### src/rtl/uart_receiver.sv
// uart_receiver: 16x-oversampling 8N1 serial receiver with an 8-entry
// show-ahead receive FIFO. Frames are sampled at mid-bit; a good byte is
// pushed at the mid-stop-bit sample, a low stop bit raises a framing error.
module uart_receiver (
  input  logic       i_clk,
  input  logic       i_rst,
  input  logic       i_tick,
  input  logic       i_rx,
  input  logic       i_read,
  output logic [7:0] o_D,
  output logic       o_valid,
  output logic       o_full,
  output logic       o_frame_err,
  output logic       o_overrun
);

  typedef enum logic [1:0] {
    ST_IDLE,
    ST_START,
    ST_DATA,
    ST_STOP
  } state_e;

  // Synchronizer and frame recovery state
  logic       rx_meta_q;
  logic       rx_s_q;
  state_e     state_q;
  logic [3:0] cnt_q;
  logic [2:0] nb_q;
  logic [7:0] sh_q;
  logic       frame_err_q;

  // FIFO state
  logic [7:0] mem_q [8];
  logic [2:0] wr_ptr_q;
  logic [2:0] rd_ptr_q;
  logic [3:0] count_q;
  logic [3:0] count_d;
  logic       overrun_q;

  logic push;
  logic pop;
  logic push_ok;
  logic full;

  // Two-flop synchronizer for the asynchronous serial line; idles high.
  always_ff @(posedge i_clk) begin
    // NOTE: sequential state uses non-blocking assignments so every flop
    // samples the pre-edge value; rx_s_q gets the old rx_meta_q here.
    if (i_rst) begin
      rx_meta_q <= 1'b1;
      rx_s_q    <= 1'b1;
    end else begin
      rx_meta_q <= i_rx;
      rx_s_q    <= rx_meta_q;
    end
  end

  // Frame recovery FSM: start detect, mid-bit data sampling, stop check.
  always_ff @(posedge i_clk) begin
    if (i_rst) begin
      state_q     <= ST_IDLE;
      cnt_q       <= 4'd0;
      nb_q        <= 3'd0;
      sh_q        <= 8'd0;
      frame_err_q <= 1'b0;
    end else begin
      frame_err_q <= 1'b0;
      if (i_tick) begin
        unique case (state_q)
          ST_IDLE: begin
            if (!rx_s_q) begin
              state_q <= ST_START;
              cnt_q   <= 4'd0;
            end
          end
          ST_START: begin
            if (cnt_q == 4'd7) begin
              // Mid start bit: a high line here was only a glitch.
              cnt_q <= 4'd0;
              nb_q  <= 3'd0;
              state_q <= rx_s_q ? ST_IDLE : ST_DATA;
            end else begin
              cnt_q <= cnt_q + 4'd1;
            end
          end
          ST_DATA: begin
            cnt_q <= cnt_q + 4'd1;
            if (cnt_q == 4'd15) begin
              sh_q <= {rx_s_q, sh_q[7:1]};
              nb_q <= nb_q + 3'd1;
              if (nb_q == 3'd7) begin
                state_q <= ST_STOP;
                cnt_q   <= 4'd0;
              end
            end
          end
          ST_STOP: begin
            cnt_q <= cnt_q + 4'd1;
            if (cnt_q == 4'd15) begin
              // Leave at mid stop bit so a back-to-back start edge is seen.
              state_q     <= ST_IDLE;
              frame_err_q <= ~rx_s_q;
            end
          end
          default: state_q <= ST_IDLE;
        endcase
      end
    end
  end

  // A good stop-bit sample pushes the assembled byte this very cycle.
  assign push    = i_tick && (state_q == ST_STOP) && (cnt_q == 4'd15) && rx_s_q;
  assign full    = (count_q == 4'd8);
  assign pop     = i_read && (count_q != 4'd0);
  assign push_ok = push && (!full || pop);

  // Occupancy next state from accepted push/pop.
  always_comb begin
    // NOTE: default assignment first so no path leaves count_d unassigned
    // and infers a latch.
    count_d = count_q;
    unique case ({push_ok, pop})
      2'b10:   count_d = count_q + 4'd1;
      2'b01:   count_d = count_q - 4'd1;
      default: count_d = count_q;
    endcase
  end

  // FIFO storage, pointers and overrun flag.
  always_ff @(posedge i_clk) begin
    if (i_rst) begin
      // NOTE: the array is cleared on reset so the head byte reads 0 out of
      // reset; this costs a reset net on every storage flop.
      for (int i = 0; i < 8; i++) mem_q[i] <= 8'd0;
      wr_ptr_q  <= 3'd0;
      rd_ptr_q  <= 3'd0;
      count_q   <= 4'd0;
      overrun_q <= 1'b0;
    end else begin
      overrun_q <= push && !push_ok;
      if (push_ok) begin
        mem_q[wr_ptr_q] <= sh_q;
        wr_ptr_q        <= wr_ptr_q + 3'd1;
      end
      if (pop) rd_ptr_q <= rd_ptr_q + 3'd1;
      count_q <= count_d;
    end
  end

  assign o_D         = mem_q[rd_ptr_q];
  assign o_valid     = (count_q != 4'd0);
  assign o_full      = full;
  assign o_frame_err = frame_err_q;
  assign o_overrun   = overrun_q;

endmodule
### config.mk
export PLATFORM = sky130hd
export DESIGN_NAME = uart_receiver
export DESIGN_NICKNAME = d
export VERILOG_FILES = /design/src/rtl/uart_receiver.sv
export SDC_FILE = /design/constraint.sdc
export NUM_CORES = 1
export LEC_CHECK = 0
export BUFFER_PORTS_ARGS = -buffer_cell sky130_fd_sc_hd__buf_2
export CORE_ASPECT_RATIO = 2
export CORE_MARGIN = 3
export CORE_UTILIZATION = 50
export CTS_CLUSTER_DIAMETER = 120
export CTS_CLUSTER_SIZE = 14
export DETAILED_ROUTE_END_ITERATION = 16
export PLACE_DENSITY = 0.78
export SKIP_CTS_REPAIR_TIMING = 1
export SKIP_LAST_GASP = 1
export SYNTH_ARGS = -nofsm -noshare
export SYNTH_HDL_FRONTEND = slang
export SYNTH_SLANG_ARGS = --single-unit
### constraint.sdc
create_clock -name i_clk -period 3.2 [get_ports i_clk]
set_input_delay 0.16 -clock i_clk [delete_from_list [all_inputs] [get_ports i_clk]]
set_output_delay 0.16 -clock i_clk [all_outputs]
set_load 0.05 [all_outputs]
Word level (Yosys, flattened, before mapping)

Memory sizes are Yosys's and may differ from the RTL's. A register that Yosys moved wholly into a read port is not among the register bits.
Index checks and enable logic that the tools add are counted.

Equality and inequality tests: 14
Bitwise operators: 4
Mux-type cells: 26
Add/sub/neg operators: 6
Reductions and logical operators: 19

Operators by type and width:

| kind                  | count |
|---|---|
| $mux W4               | 4 |
| $pmux W4 S4           | 1 |
| $mux W3               | 5 |
| $mux W2               | 6 |
| $ne A2 B2 Y1 const B  | 5 |
| $add A3 B1 Y3 const B | 3 |
| $add A4 B1 Y4 const B | 2 |
| $eq A4 B4 Y1 const B  | 2 |
| $mux W8               | 1 |
| $pmux W2 S4           | 1 |
| $pmux W4 S2           | 1 |
| $reduce_or A8 Y1      | 1 |
| $eq A2 B2 Y1 const B  | 3 |
| $logic_and A1 B1 Y1   | 6 |
| $mux W1               | 6 |
| $pmux W3 S2           | 1 |
| $reduce_and A6 Y1     | 1 |
| $eq A2 B1 Y1 const B  | 2 |
| $eq A4 B3 Y1 const B  | 1 |
| $not A1 Y1            | 4 |
| $reduce_and A4 Y1     | 1 |
| $reduce_bool A2 Y1    | 2 |
| $reduce_bool A4 Y1    | 1 |
| $reduce_or A4 Y1      | 1 |
| other kinds (7)       | 8 |

Memory bits (writable): 64
Logic and storage cells: 81
Memories kept: 1
Bits of input ports: 5
Flip-flop bits (word level): 31

Memories:

| memory | words | width | read ports | clocked after memory_dff | write ports | line | text |
|---|---|---|---|---|---|---|---|
| mem_q  | 8     | 8     | 1          | 1                        | 8           | 34   | `logic [7:0] mem_q [8];` |

Depth between registers and ports, before layout

Gate-level depths: netlist of the first run.

Depth after elaboration: 10
Depth in mapped cells: 10
Gate-level depth less buffers: 9

Least setup slack after synthesis of the first run

OpenSTA, ideal clock, no wires.

Path type: reg-to-reg
Start: reg cnt_q[0]
End: reg count_q[3]
Cell stages (with the launch flop): 11
Buffers on the path: 1
Period minus slack after synthesis: 2602 ps
Setup slack: 598 ps
Arrival time: 2479 ps
Cells stage by stage: dfxtp_1 -> ha_1 -> and4_2 -> clkbuf_4 -> a21o_1 -> clkinv_1 -> ha_1 -> a21o_2 -> a21oi_1 -> mux2i_1 -> mux2_1

Longest elaborated chain between the ends: 6
Elaborated cells between the ends (all ways): 8
Those cells by class: eq/ne: 3; mux: 1; reduce/logical: 4

RTL lines:

| item                                                     | line | text |
|---|---|---|
| start, declared                                          | 28   | `logic [3:0] cnt_q;` |
| start signal, assigned                                   | 84   | `cnt_q <= cnt_q + 4'd1;` |
| start signal, assigned                                   | 88   | `cnt_q <= cnt_q + 4'd1;` |
| start signal, assigned                                   | 99   | `cnt_q <= cnt_q + 4'd1;` |
| $eq A4 B4 Y1 (*)                                         | 113  | `assign push = i_tick && (state_q == ST_STOP) && (cnt_q == 4'd15) && rx_s_q;` |
| $logic_and A1 B1 Y1 (*) (2 in series)                    | 113  |  |
| $logic_and A1 B1 Y1 (*)                                  | 116  | `assign push_ok = push && (!full \|\| pop);` |
| $eq A2 B1 Y1 / $eq A2 B2 Y1 (equally long branches)      | 123  | `unique case ({push_ok, pop})` |
| $pmux W4 S2 / $reduce_bool A2 Y1 (equally long branches) | n/a  |  |
| end signal, assigned                                     | 147  | `count_q <= count_d;` |
| end, declared                                            | 37   | `logic [3:0] count_q;` |

Every way passes the cells marked *; elsewhere a longest branch is shown, timed or not.
A chain may end at the register's enable or synchronous reset.

Worst setup path after layout of the first run

Ends and elaborated chain as after synthesis.

==> flow_summary_export.csv, run 1 <==
group,metric,value,unit
die,top_level_ports,17,
die,start_util,51.7,%
place,place_inst,454,
cts,worstSkewPairLatency,0.34,ns
sta,fin_worst_skew,0.00997,ns
logic_synthesis,synthTopCellsByArea,"edfxtp_1 41%, dfxtp_1 15%, and2_1 9.3%",
logic_synthesis,synth.distinct_cells,58,
sta,tightest_slew,0.737,ns
critical_path,crit_chain,"ha_1 > and4_2 > a21o_1 > clkinv_1 > ha_1 > a21o_2 > a21oi_1 > mux2i_1 > mux2_1",
place,place_congestion,0.794,
logic_synthesis,synthArstFlopShare,0,%
sta,holdWs,0.00604,ns
place,hpwl,6540,um
global_routing,grt_start_max_net_pins,30,
cts,cts_max_path_buffers,2,
critical_path,worstPathArrival,2.90,ns
route,routed.top_layer,"met4",
route,wl_per_cell,19.2,um
route,routed-wl-met3,274,um
route,drt-met1-wl,3160,um
sta,hold_viol,0,
route,vias,2702,
logic_synthesis,synth.cell_area,4660,um^2
cts,clock-root-buffer,"clkbuf_16",
finish,drive_above_1_share,22.0,%
critical_path,start_kind,"flop",
worst_hold_path,hold_path_class,"in -> reg",
cts,clkTransAtPathRegs,0.06,ns
logic_synthesis,ys_seq_elements,98,
finish,finalNonFillerCells,470,
power_and_ir_drop,swShare,27.8,%
finish,area_delta_synth_final,10.3,%
global_routing,grt_antenna_before_repair,0,
finish,multi_input_area,1930,um^2
finish,seq_area,2600,um^2
die,dieArea,10600,um^2
route,drt_pass1_iterations,4,
logic_synthesis,synth_edf_count,64,
logic_synthesis,yosysTopAreaCell,"edfxtp_1",
finish,nets,376,
critical_path,cpMaxStageDelayCell,"dfxtp_1",
power_and_ir_drop,switchingPower,0.000917,W
sta,final-setup-viol-count,0,
sta,period_share,83.8,%
logic_synthesis,synth_top_cell_area_share,41.3,%
run,drv_cap,0,
critical_path,required,3.42,ns
logic_synthesis,postSynthCellCount,348,
global_routing,grt_overflow,0,
sta,slew_headroom,50.8,%
sta,fin_crit,2.68,ns
die,coreArea,9010,um^2
critical_path,crit_fanout,9,
die,placementRows,49,
power_and_ir_drop,p_clk_share,35.7,%
route,drt_first_iter_violations,177,
route,viasPerCell,5.75,
finish,final_common_cell,"and2_1",
logic_synthesis,synth_warnings,0,
power_and_ir_drop,leakage,1.87,nW
cts,cts_tree,"built",
status,status,"finished clean",
finish,fin_area,5140,um^2
power_and_ir_drop,power.density,642,nW/um^2
route,routed_wl,9000,um
logic_synthesis,ys_seq_area_share,55.9,%
sta,fmax,373,MHz
logic_synthesis,synth_nets,361,
cts,cts_num_sinks,98,
power_and_ir_drop,ir_drop,0.346,mV
finish,layout_common_cells,"69 x and2_1, 64 x edfxtp_1, 34 x dfxtp_1",
route,dr_wl_met2,5190,um
sta,slew_violations,0,
critical_path,r2r_slack,0.52,ns
cts,cts_made_buffers,9,
power_and_ir_drop,internal-power,0.00238,W
finish,nFillCells,707,
cts,h-tree-depth,3,
global_routing,grt_pass1_wl,14400,um
place,port_buffers,16,
route,ant_nets,0,
logic_synthesis,avgSynthCellArea,13.4,um^2
critical_path,crit_top_cell,"ha_1",
finish,diodes,0,
critical_path,critPathKind,"reg -> reg",
sta,rsz0062_at_grt,"no",
route,drc_errors,0,
power_and_ir_drop,pwr-share-comb,19.2,%
critical_path,critPathTopFamily,"adder cells",
sta,tns,0,ns
power_and_ir_drop,power_frac_seq,45.0,%
place,placed_area,4800,um^2
logic_synthesis,synth_top_flop_cell,"edfxtp_1",
critical_path,worstPathBufferInverterCount,1,
global_routing,grtUsageTotal,18.8,%
critical_path,critPathMaxStageDelay,0.38,ns
die,die_x,74.2,um
global_routing,first_global_vias,2810,
power_and_ir_drop,total_power,0.00330,W
critical_path,critPathCaptureType,"flop",
die,die_h,142,um
## metrics by stage
stage	worst slack, ns	util (%)
detailed placement	0.498	53.3
global placement	0.595	53.3
CTS	0.513	57.0
global route	0.336	57.0
finish	0.517	57.0
floorplan	0.598	-
## routing by layer
metal / GRT usage, % / up-vias
met4: 9.01 / 0
met2: 34.5 / 56
li1: - / 1306
met1: 19.7 / 1320
met5: 0 / -
met3: 3.82 / 20
## path summary, 6_finish.rpt
check / start / endpoint / cells after the start
max: cnt_q[0] / count_q[3] / 9
min: i_rx / rx_meta_q / 2
max reg2reg: cnt_q[0] / count_q[3] / 9
min reg2reg: rx_meta_q / rx_s_q / 1
## kinds of logic after synthesis
group                      after synthesis  share of synthesized area [%]
buffers and inverters                   23                           2.63
adders and majority gates                8                           2.31
and+or+nand+nor                        148                           19.9
muxes                                   41                           13.4
xor gates and xnor gates                 5                          0.940
AOI/OAI and AO/OA                       25                           5.00
DFF                                     98                           55.9
## cells in the mapped netlist, types with 4 or more instances
cell / n
and2_1: 69
clkbuf_1: 7
dfxtp_1: 34
edfxtp_1: 64
ha_1: 7
inv_1: 5
mux2_2: 8
mux2i_1: 16
mux4_2: 16
nand2_1: 6
nor2_1: 22
nor2_2: 4
nor2b_1: 7
nor3_1: 4
o21ai_0: 7
or2_1: 8
xor2_1: 4
## sequential cells by signal, indices dropped and copies added, names as in the netlist, 3 cells and up, named ones only
signal and count:
rd_ptr_q 3, count_q 4, nb_q 3, mem_q 64, wr_ptr_q 3, sh_q 8, cnt_q 4
## final cells by class
| type | instances | share of cell area (%) |
|---|---|---|
| sequential | 98 | 50.7 |
| multi-input combinational | 227 | 37.6 |
| clock buffer | 10 | 4.65 |
| tap | 102 | 2.48 |
| timing repair buffer | 21 | 2.29 |
| clock inverter | 6 | 1.85 |
| inverter | 6 | 0.438 |
## worst register-to-register path, cell delays in order (launching register included)
cell,delay [ns]
dfxtp_1,0.38
ha_1,0.29
and4_2,0.26
a21o_1,0.16
clkinv_1,0.22
ha_1,0.35
a21o_2,0.21
a21oi_1,0.16
mux2i_1,0.21
mux2_1,0.34
## power groups by stage
stage	Clock, W	Combinational, W	Sequential [W]
floorplan	0	0.000533	0.00148
global placement	0	0.000635	0.00151
detailed placement	0	0.000646	0.00151
CTS	0.00120	0.000648	0.00149
global route	0.00125	0.000685	0.00150
finish	0.00118	0.000634	0.00149
No activity file was read; power rests on OpenSTA's default activity.
==> inputs of run 2 (changes only) <==
==> constraint.sdc (replaced) <==
create_clock -name i_clk -period 2.8 [get_ports i_clk]
set_input_delay 0.14 -clock i_clk [delete_from_list [all_inputs] [get_ports i_clk]]
set_output_delay 0.14 -clock i_clk [all_outputs]
set_load 0.05 [all_outputs]
==> flow_summary_export.csv, run 2 (synthesized netlist as in run 1, its figures left out) <==
group,metric,value,unit
finish,finalNonFillerCells,473,
cts,clkTransAtPathRegs,0.07,ns
critical_path,critPathKind,"reg -> reg",
finish,drive_above_1_share,22.1,%
die,start_util,51.7,%
global_routing,grt_pass1_wl,14200,um
run,drv_cap,0,
global_routing,grtUsageTotal,18.5,%
cts,clock-root-buffer,"clkbuf_16",
sta,fmax,399,MHz
cts,cts_max_path_buffers,2,
finish,layout_common_cells,"69 x and2_1, 64 x edfxtp_1, 34 x dfxtp_1",
finish,area_delta_synth_final,10.2,%
sta,slew_headroom,51.5,%
route,wl_per_cell,18.9,um
power_and_ir_drop,leakage,1.86,nW
route,ant_nets,0,
global_routing,grt_antenna_before_repair,0,
finish,final_common_cell,"and2_1",
place,place_inst,456,
critical_path,critPathCaptureType,"flop",
die,dieArea,10600,um^2
finish,largest_reg_flops,64,
worst_hold_path,hold_path_class,"in -> reg",
route,drt_first_iter_violations,231,
global_routing,first_global_vias,2755,
place,hpwl,6510,um
critical_path,worstPathArrival,2.73,ns
cts,worstSkewPairLatency,0.34,ns
die,top_level_ports,17,
finish,reg_top3,"mem_q (64), sh_q (8)",
sta,rsz0062_at_grt,"no",
die,die_h,142,um
critical_path,start_kind,"flop",
cts,cts_tree,"built",
die,coreArea,9010,um^2
route,drt_pass1_iterations,4,
sta,final-setup-viol-count,0,
place,port_buffers,16,
cts,h-tree-depth,3,
sta,tightest_slew,0.727,ns
sta,setup_ws,0.295,ns
route,vias,2662,
route,drc_errors,0,
sta,tns,0,ns
die,placementRows,49,
route,routed_wl,8950,um
global_routing,grt_start_max_net_pins,29,
critical_path,crit_fanout,7,
power_and_ir_drop,ir_drop,0.309,mV
sta,fin_worst_skew,0.0101,ns
place,place_congestion,0.811,
sta,slew_violations,0,
cts,cts_num_sinks,98,
finish,nets,379,
status,status,"finished clean",
place,pre_cts_ws,0.292,ns
route,viasPerCell,5.63,
critical_path,required,3.02,ns
die,die_x,74.2,um
sta,period_share,89.5,%
finish,diodes,0,
cts,cts_made_buffers,9,
global_routing,grt_overflow,0,
power_and_ir_drop,power.density,716,nW/um^2
finish,regMostFlops,"mem_q",
sta,fin_crit,2.50,ns
sta,hold_viol,0,
## run 2: changes by cell type in the layout (fill, tap and decap cells not counted), sizes merged
cell,change
buf,+2
inv,-1
clkinvlp,+2
bufinv,-1
dlygate4sd3,+1
## run 2: power by group
| group | internal (W) | total, W | switching [W] |
|---|---|---|---|
| registers | 0.00162 | 0.00170 | 0.0000795 |
| clock network | 0.000704 | 0.00124 | 0.000540 |
| logic | 0.000294 | 0.000732 | 0.000438 |
| total | 0.00262 | 0.00367 | 0.00106 |
## run 2: through the flow
step / cell area (um^2) / hold slack [ns] / util (%) / total power (W)
2_1_floorplan: 4660 / 0.244 / - / 0.00230
4_1_cts: 5120 / -0.0250 / 56.8 / 0.00372
3_5_place_dp: 4820 / 0.330 / 53.4 / 0.00248
3_3_place_gp: 4820 / 0.326 / 53.4 / 0.00245
6_report: 5130 / 0.176 / 56.9 / 0.00367
5_1_grt: 5130 / 0.187 / 56.9 / 0.00383
## run 2: final timing paths
check / startpoint / cells past startpoint / endpoint / slack [ns]
setup / recovery: cnt_q[0] / 9 / count_q[3] / 0.30
setup reg to reg: cnt_q[0] / 9 / count_q[3] / 0.30
hold / removal: i_tick / 3 / cnt_q[0] / 0.18
hold reg to reg: rx_meta_q / 1 / rx_s_q / 0.41
## run 2: cell type report
cell class | instances | area, um^2
Sequential cell | 98 | 2600
Inverter | 6 | 22.5
Clock buffer | 10 | 229
Fill cell | 727 | 3880
Clock inverter | 6 | 73.8
Multi-Input combinational cell | 227 | 1930
Tap cell | 102 | 128
Timing Repair Buffer | 24 | 143
## run 2: routing by layer
metal	track usage, %	vias to the layer above	routed length (um)
met3	2.97	15	232
li1	-	1300	-
met5	0	-	0
met2	35.5	50	5310
met4	7.22	0	239
met1	19.0	1297	3170
## run 2: critical path: stages (launching register included)
cell and delay, ns:
dfxtp_1 0.40, ha_1 0.28, and4_2 0.26, a21o_1 0.15, clkinv_1 0.09, ha_1 0.27
a21o_2 0.20, a21oi_1 0.17, mux2i_1 0.23, mux2_1 0.34
==> inputs of run 3 (changes only) <==
--- a/config.mk
+++ b/config.mk
@@ -5,7 +5,7 @@
 export SDC_FILE = /design/constraint.sdc
 export NUM_CORES = 1
 export LEC_CHECK = 0
-export BUFFER_PORTS_ARGS = -buffer_cell sky130_fd_sc_hd__buf_2
+export BUFFER_PORTS_ARGS = -buffer_cell sky130_fd_sc_hd__buf_4
 export CORE_ASPECT_RATIO = 2
 export CORE_MARGIN = 3
 export CORE_UTILIZATION = 50
==> flow_summary_export.csv, run 3 (synthesized netlist as in run 1, its figures left out) <==
group,metric,value,unit
status,status,"finished clean",
finish,nFillCells,711,
cts,clock-root-buffer,"clkbuf_16",
sta,fmax,409,MHz
critical_path,start_kind,"flop",
sta,slew_headroom,53.2,%
sta,fin_worst_skew,0.00837,ns
finish,nets,381,
critical_path,worstPathBufferInverterCount,1,
finish,diodes,0,
die,coreArea,9010,um^2
critical_path,cpMaxStageDelayCell,"dfxtp_1",
power_and_ir_drop,swShare,28.4,%
critical_path,worstPathArrival,2.68,ns
sta,period_share,87.4,%
critical_path,critPathLaunch,"cnt_q[0]",
critical_path,r2r-start,"cnt_q[0]",
cts,worstSkewPairLatency,0.34,ns
sta,tns,0,ns
critical_path,critPathCaptureType,"flop",
finish,largest_reg_flops,64,
route,viasPerCell,5.71,
die,dieArea,10600,um^2
place,port_buffers,16,
critical_path,setup.worst_path.end,"count_q[3]",
finish,final_common_cell,"and2_1",
power_and_ir_drop,power.density,714,nW/um^2
finish,reg_top3,"mem_q (64), sh_q (8)",
finish,area_delta_synth_final,11.3,%
cts,h-tree-depth,3,
power_and_ir_drop,pwr-share-comb,20.8,%
critical_path,crit_top_cell,"ha_1",
sta,slew_violations,0,
route,vias,2712,
global_routing,grt_start_max_net_pins,30,
run,drv_cap,0,
place,place_congestion,0.794,
route,drt_pass1_iterations,4,
route,drc_errors,0,
global_routing,first_global_vias,2808,
critical_path,required,3.03,ns
cts,cts_max_path_buffers,2,
die,placementRows,49,
power_and_ir_drop,p_clk_share,33.3,%
critical_path,critPathKind,"reg -> reg",
finish,fin_util,57.5,%
sta,hold_viol,0,
route,wl_per_cell,18.5,um
power_and_ir_drop,leakage,1.88,nW
cts,cts_num_sinks,98,
route,ant_nets,0,
die,start_util,51.7,%
finish,regMostFlops,"mem_q",
die,top_level_ports,17,
power_and_ir_drop,power_frac_seq,45.8,%
die,die_h,142,um
critical_path,critPathTopFamily,"multiplexers",
global_routing,grt_antenna_before_repair,0,
global_routing,grt_pass1_wl,14300,um
critical_path,r2r_slack,0.35,ns
finish,drive_above_1_share,22.5,%
route,drt_first_iter_violations,202,
critical_path,r2r-end,"count_q[3]",
power_and_ir_drop,ir_drop,0.559,mV
critical_path,critPathMaxStageDelay,0.38,ns
route,routed_wl,8800,um
power_and_ir_drop,switchingPower,0.00105,W
critical_path,crit_fanout,7,
sta,fin_crit,2.45,ns
cts,cts_made_buffers,9,
worst_hold_path,hold_path_class,"in -> reg",
sta,rsz0062_at_grt,"no",
finish,layout_common_cells,"69 x and2_1, 64 x edfxtp_1, 34 x dfxtp_1",
critical_path,rr_worst_depth,9,
place,hpwl,6350,um
global_routing,grt_overflow,0,
critical_path,crit_chain,"ha_1 > and4_2 > a21o_1 > clkinv_1 > ha_1 > a21o_2 > a21oi_1 > mux2i_1 > mux2_1",
power_and_ir_drop,internal-power,0.00265,W
sta,tightest_slew,0.695,ns
sta,final-setup-viol-count,0,
global_routing,grtUsageTotal,18.5,%
cts,clkTransAtPathRegs,0.06,ns
die,die_x,74.2,um
critical_path,path_depth,9,
sta,holdWs,0.104,ns
cts,cts_tree,"built",
==> run 3: cell types whose count changed in the layout (fill, tap and decap cells not counted), sizes merged <==
cell,delta
buf,+2
==> run 3: routing by layer <==
metal,vias up,GRT usage [%],part of all wire [%]
li1,1306,-,-
met1,1339,18.5,35
met2,48,34.3,58
met3,19,3.82,3.1
met4,0,9.94,3.9
met5,-,0,0
==> run 3: worst register-to-register path: stages (launching register included) <==
cell and delay [ns]:
dfxtp_1 0.38, ha_1 0.27, and4_2 0.26, a21o_1 0.14
clkinv_1 0.09, ha_1 0.27, a21o_2 0.21, a21oi_1 0.17
mux2i_1 0.23, mux2_1 0.33
==> run 3: power groups by stage <==
stage                     Clock, W  Sequential (W)  Combinational, W
after floorplan                  0         0.00169          0.000609
after global placement           0         0.00173          0.000773
after detailed placement         0         0.00173          0.000784
after CTS                  0.00127         0.00170          0.000787
after global routing       0.00132         0.00171          0.000832
final                      0.00123         0.00170          0.000771
==> run 3: final cells by class <==
type                    count  area (um^2)  share of cell area, %
clock buffers              10          229                   4.42
clock inverters             6         73.8                   1.42
inverters                   6         22.5                  0.434
multi-input cells         227         1930                   37.3
flip-flops and latches     98         2600                   50.2
well taps                 102          128                   2.46
repair buffers             26          198                   3.81
==> run 3: worst min-delay path by stage <==
stage	slack [ns]	end	depth (start not counted)	start
floorplan	0.24	rx_meta_q	1	i_rx
global placement	0.33	rx_meta_q	2	i_rx
detailed placement	0.33	rx_meta_q	2	i_rx
CTS	-0.03	rx_meta_q	2	i_rx
global route	0.15	cnt_q[3]	3	i_tick
finish	0.10	cnt_q[3]	3	i_tick
==> run 3: stage by stage <==
stage	setup slack [ns]	power (W)	instance area, um^2	cells
global route	0.191	0.00387	5180	475
floorplan	0.198	0.00230	4660	348
detailed placement	0.338	0.00252	4870	458
CTS	0.349	0.00375	5170	474
finish	0.352	0.00370	5180	475
global placement	0.397	0.00250	4870	458
